File: src/rtl/cdb_arbiter.sv
// Round-robin arbiter sharing the common data bus between functional units.
// The winning word is registered onto cdb one cycle after its handshake completes.
module cdb_arbiter #(
    parameter int unsigned N_UNITS = 4,
    parameter int unsigned CDB_W   = 36,
    parameter int unsigned CNT_W   = 16,
    localparam int unsigned GID_W  = (N_UNITS > 1) ? $clog2(N_UNITS) : 1
) (
    input  logic                     clk,
    input  logic                     rst,
    input  logic [N_UNITS*CDB_W-1:0] req_data,
    input  logic [N_UNITS-1:0]       req_valid,
    output logic [N_UNITS-1:0]       req_ready,
    input  logic                     flush,
    output logic [CDB_W-1:0]         cdb,
    output logic                     cdb_valid,
    output logic [GID_W-1:0]         cdb_src,
    output logic [CNT_W-1:0]         contention_cnt
);

    logic [GID_W-1:0] rr_ptr_q, rr_ptr_d;
    logic [CDB_W-1:0] cdb_q, cdb_d;
    logic             cdb_valid_q, cdb_valid_d;
    logic [GID_W-1:0] cdb_src_q, cdb_src_d;
    logic [CNT_W-1:0] cnt_q, cnt_d;

    logic             grant_vld;
    logic [GID_W-1:0] grant_idx;
    logic [CDB_W-1:0] win_data;
    logic             contend;

    // Scan from rr_ptr upward (mod N_UNITS); the first valid unit wins.
    always_comb begin
        int unsigned idx;
        logic [GID_W-1:0] k;
        grant_vld = 1'b0;
        grant_idx = '0;
        idx       = 0;
        k         = '0;
        for (int unsigned i = 0; i < N_UNITS; i++) begin
            idx = (32'(rr_ptr_q) + i) % N_UNITS;
            k   = GID_W'(idx);
            if (!grant_vld && req_valid[k]) begin
                grant_vld = 1'b1;
                grant_idx = k;
            end
        end
        if (rst || flush) begin
            grant_vld = 1'b0;
            grant_idx = '0;
        end
    end

    always_comb begin
        req_ready = '0;
        win_data  = '0;
        for (int unsigned k = 0; k < N_UNITS; k++) begin
            if (grant_vld && (grant_idx == GID_W'(k))) begin
                req_ready[k] = 1'b1;
                win_data     = req_data[k*CDB_W +: CDB_W];
            end
        end
    end

    assign contend = ($countones(req_valid) >= 2);

    always_comb begin
        rr_ptr_d    = rr_ptr_q;
        cdb_d       = '0;
        cdb_valid_d = 1'b0;
        cdb_src_d   = cdb_src_q;
        cnt_d       = cnt_q;
        if (grant_vld) begin
            cdb_d       = win_data;
            cdb_valid_d = 1'b1;
            cdb_src_d   = grant_idx;
            rr_ptr_d    = (grant_idx == GID_W'(N_UNITS - 1)) ? '0 : grant_idx + 1'b1;
        end
        // Saturate instead of wrapping so a long run never reads as low contention.
        if (contend && (cnt_q != '1)) begin
            cnt_d = cnt_q + 1'b1;
        end
    end

    always_ff @(posedge clk) begin
        if (rst) begin
            rr_ptr_q    <= '0;
            cdb_q       <= '0;
            cdb_valid_q <= 1'b0;
            cdb_src_q   <= '0;
            cnt_q       <= '0;
        end else begin
            rr_ptr_q    <= rr_ptr_d;
            cdb_q       <= cdb_d;
            cdb_valid_q <= cdb_valid_d;
            cdb_src_q   <= cdb_src_d;
            cnt_q       <= cnt_d;
        end
    end

    assign cdb            = cdb_q;
    assign cdb_valid      = cdb_valid_q;
    assign cdb_src        = cdb_src_q;
    assign contention_cnt = cnt_q;

endmodule

File: config.mk
export PLATFORM = sky130hd
export DESIGN_NAME = cdb_arbiter
export DESIGN_NICKNAME = d
export VERILOG_FILES = /design/src/rtl/cdb_arbiter.sv
export SDC_FILE = /design/constraint.sdc
export NUM_CORES = 1
export LEC_CHECK = 0
export ABC_CLOCK_PERIOD_IN_PS = 3950
export CORE_MARGIN = 2
export CORE_UTILIZATION = 34
export DETAILED_ROUTE_END_ITERATION = 10
export GPL_ROUTABILITY_DRIVEN = 0
export GPL_TIMING_DRIVEN = 0
export PLACE_DENSITY = 0.82
export SYNTH_ARGS = -nofsm -noshare
export SYNTH_HDL_FRONTEND = slang
export SYNTH_SLANG_ARGS = --single-unit
export TNS_END_PERCENT = 5
File: constraint.sdc
create_clock -name clk -period 3.95 [get_ports clk]
set_clock_uncertainty 0.1 [all_clocks]
set_input_delay 1.185 -clock clk [delete_from_list [all_inputs] [get_ports clk]]
set_output_delay 1.185 -clock clk [all_outputs]
set_load 0.03 [all_outputs]
==> flow_summary.yaml <==
status:
  outcome: "finished clean"
global_routing:
  grt_max_degree: 11
  grt_pass1_wl_um: 19000
  grt_pass1_vias: 3654
  grt.overflow.total: 0
  grt.total_usage_pct: 22.0
  antenna_found_initial: 0
placed_design:
  placed_area_sq_um: 5690
  dp_slack_ns: -1.49
  io_buffers: 209
  dpl.hpwl_um: 9120
logic_synthesis:
  synthArstFlopShare_pct: 0
  yosys_register_bits: 57
  synth_top_cell_area_share_pct: 33.5
  syn_nets: 484
  ys.flop_type: "dfxtp_1"
  ys_warn_count: 0
  synth.distinct_cells: 39
  synth_edf_count: 0
  syn_inst: 330
  synthesis.area_sq_um: 3400
  synth_top_area_cell: "dfxtp_1"
  yosysSeqAreaShare_pct: 33.5
  avgSynthCellArea_sq_um: 10.3
  synth.area.top_cells: "dfxtp_1 (34%), mux2i_1 (21%), o22ai_2 (13%), and2_1 (6.8%), xnor2_1 (2.6%)"
finish:
  nFillCells: 830
  syn2layout_area_growth_pct: 76.1
  final_common_cell: "clkdlybuf4s50_1"
  utilization_pct: 61.6
  mostFrequentLayoutCells: "clkdlybuf4s50_1 (199), mux2i_1 (73), dfxtp_1 (57)"
  antenna_cells: 0
  fin_nets: 710
  final-seq-area_sq_um: 1140
  fin_area_sq_um: 5990
  drive_above_1_share_pct: 16.0
  multi_input_area_sq_um: 2100
floorplanning:
  die_h_um: 104
  core_area_sq_um: 9730
  die_w_um: 104
  pin_count: 210
  initial_core_util_pct: 35.0
  rows: 36
  die_area_sq_um: 10800
cts:
  htree_levels: 3
  tritoncts: "yes"
  numCtsBuffers: 9
  cts-root-buf: "clkbuf_8"
  clkTransAtPathRegs_ns: 0.06
  clk_latency_ns: 0.34
  clock_sinks: 57
  clockBufferDepth: 2
sta:
  post-route-period-util_pct: 97.9
  tightest_slew_ns: 0.728
  grt_setup_unrepaired: "false"
  hold_viol: 0
  setup_viol: 0
  fin_ws_ns: 0.0822
  clock.fmax_mhz: 259
  slew_headroom_pct: 51.5
  hold_ws_ns: 0.361
  setup_tns_ns: 0
  slew_viol_final: 0
  min_period_ns: 3.87
pwr:
  total_leakage_power_nw: 2.35
  power.density_nw_per_um2: 332
  ir_drop_v: 0.000187
setup_path:
  critPathCaptureType: "output port"
  critPathArrivalTime_ns: 2.58
  cp-start-kind: "primary input"
  path_class: "primary input to output port"
  worstPathMaxFanout: 11
  required_ns: 2.66
route:
  drt-total-wl_um: 11800
  viasPerCell: 4.90
  drcViolationCount: 0
  via_count: 3398
  firstDrtPassIters: 4
  wl_per_cell_um: 17.0
  first_iter_violations: 112
  antenna_left: 0
worst_hold_path:
  min_path_type: "flop to flop"
run:
  cap_violations: 0
==> metrics by stage <==
| stage | power, W | instances |
|---|---|---|
| detailed placement | 0.00131 | 672 |
| CTS | 0.00201 | 695 |
| global route | 0.00208 | 694 |
| floorplan | 0.00103 | 330 |
| finish | 0.00199 | 694 |
| global placement | 0.00130 | 672 |
==> cell families (layout without fill, tap and decap cells) <==
logic type                 Yosys count  after routing  share of synthesized area (%)
xor gates and xnor gates            10             10                           2.57
buffers and inverters               26            257                           6.66
DFF                                 57             57                           33.5
and+or+nand+nor                    105            105                           17.2
AOI/OAI and AO/OA                   56             56                           17.2
muxes                               73             73                           21.5
adders and majority gates            3              3                           1.32
==> cell type report <==
| class | instances | area share [%] |
|---|---|---|
| Timing Repair Buffer | 218 | 35.7 |
| Multi-Input combinational cell | 247 | 35.0 |
| Sequential cell | 57 | 19.1 |
| Buffer | 18 | 3.09 |
| Tap cell | 133 | 2.78 |
| Clock buffer | 11 | 2.36 |
| Clock inverter | 5 | 1.71 |
| Inverter | 5 | 0.313 |
==> flip-flops by register name, indices dropped and copies added, names as in the netlist <==
name,cells
rr_ptr_q,2
cdb_src,2
cdb_valid,1
contention_cnt,16
cdb,36
==> worst paths after layout <==
kind	cells past startpoint	to	start	slack, ns
setup / recovery	9	req_ready[0]	req_valid[3]	0.08
setup reg to reg	11	cdb[20]$_SDFF_PP0_	rr_ptr_q[0]$_SDFFE_PP0P_	1.36
hold / removal	2	cdb_src[0]$_SDFFE_PP0P_	cdb_src[0]$_SDFFE_PP0P_	0.36
hold reg to reg	2	cdb_src[0]$_SDFFE_PP0P_	cdb_src[0]$_SDFFE_PP0P_	0.36
==> cell usage after synthesis, types with 5 or more instances <==
| cell | n |
|---|---|
| nor2_1 | 21 |
| nand3_1 | 5 |
| clkbuf_1 | 7 |
| nor4_1 | 5 |
| mux2i_1 | 73 |
| nor3_1 | 6 |
| dfxtp_1 | 57 |
| a21oi_1 | 9 |
| o22ai_2 | 36 |
| xnor2_1 | 10 |
| nand2_1 | 13 |
| and2_1 | 37 |
==> what timing repair did <==
item	in CTS	in global routing
hold buffers	0	0
endpoints found under the hold margin	0	0
endpoints found under the setup margin	4	4
buffers inserted	9	0
pin swaps	5	4
gates resized for setup	36	9
==> power breakdown <==
group | total [W] | switching, W | internal (W)
clock network | 0.000684 | 0.000249 | 0.000436
logic | 0.000675 | 0.000299 | 0.000376
registers | 0.000628 | 0.0000163 | 0.000611
total | 0.00199 | 0.000564 | 0.00142
==> critical path, cell delays in order <==
cell and delay, ns:
buf_4 0.11, inv_2 0.06, a22o_1 0.24, a221oi_4 0.29, buf_6 0.15, nand2_4 0.06, ha_4 0.19, and2_4 0.16
buf_6 0.13
==> layer usage <==
layer,wire (um),GRT usage [%],up-vias
met3,806,7.08,15
met2,6050,39.4,130
met1,4750,24.8,1606
li1,-,-,1647
met5,0,0,-
met4,202,6.76,0
Power figures use the tool's default switching activity.
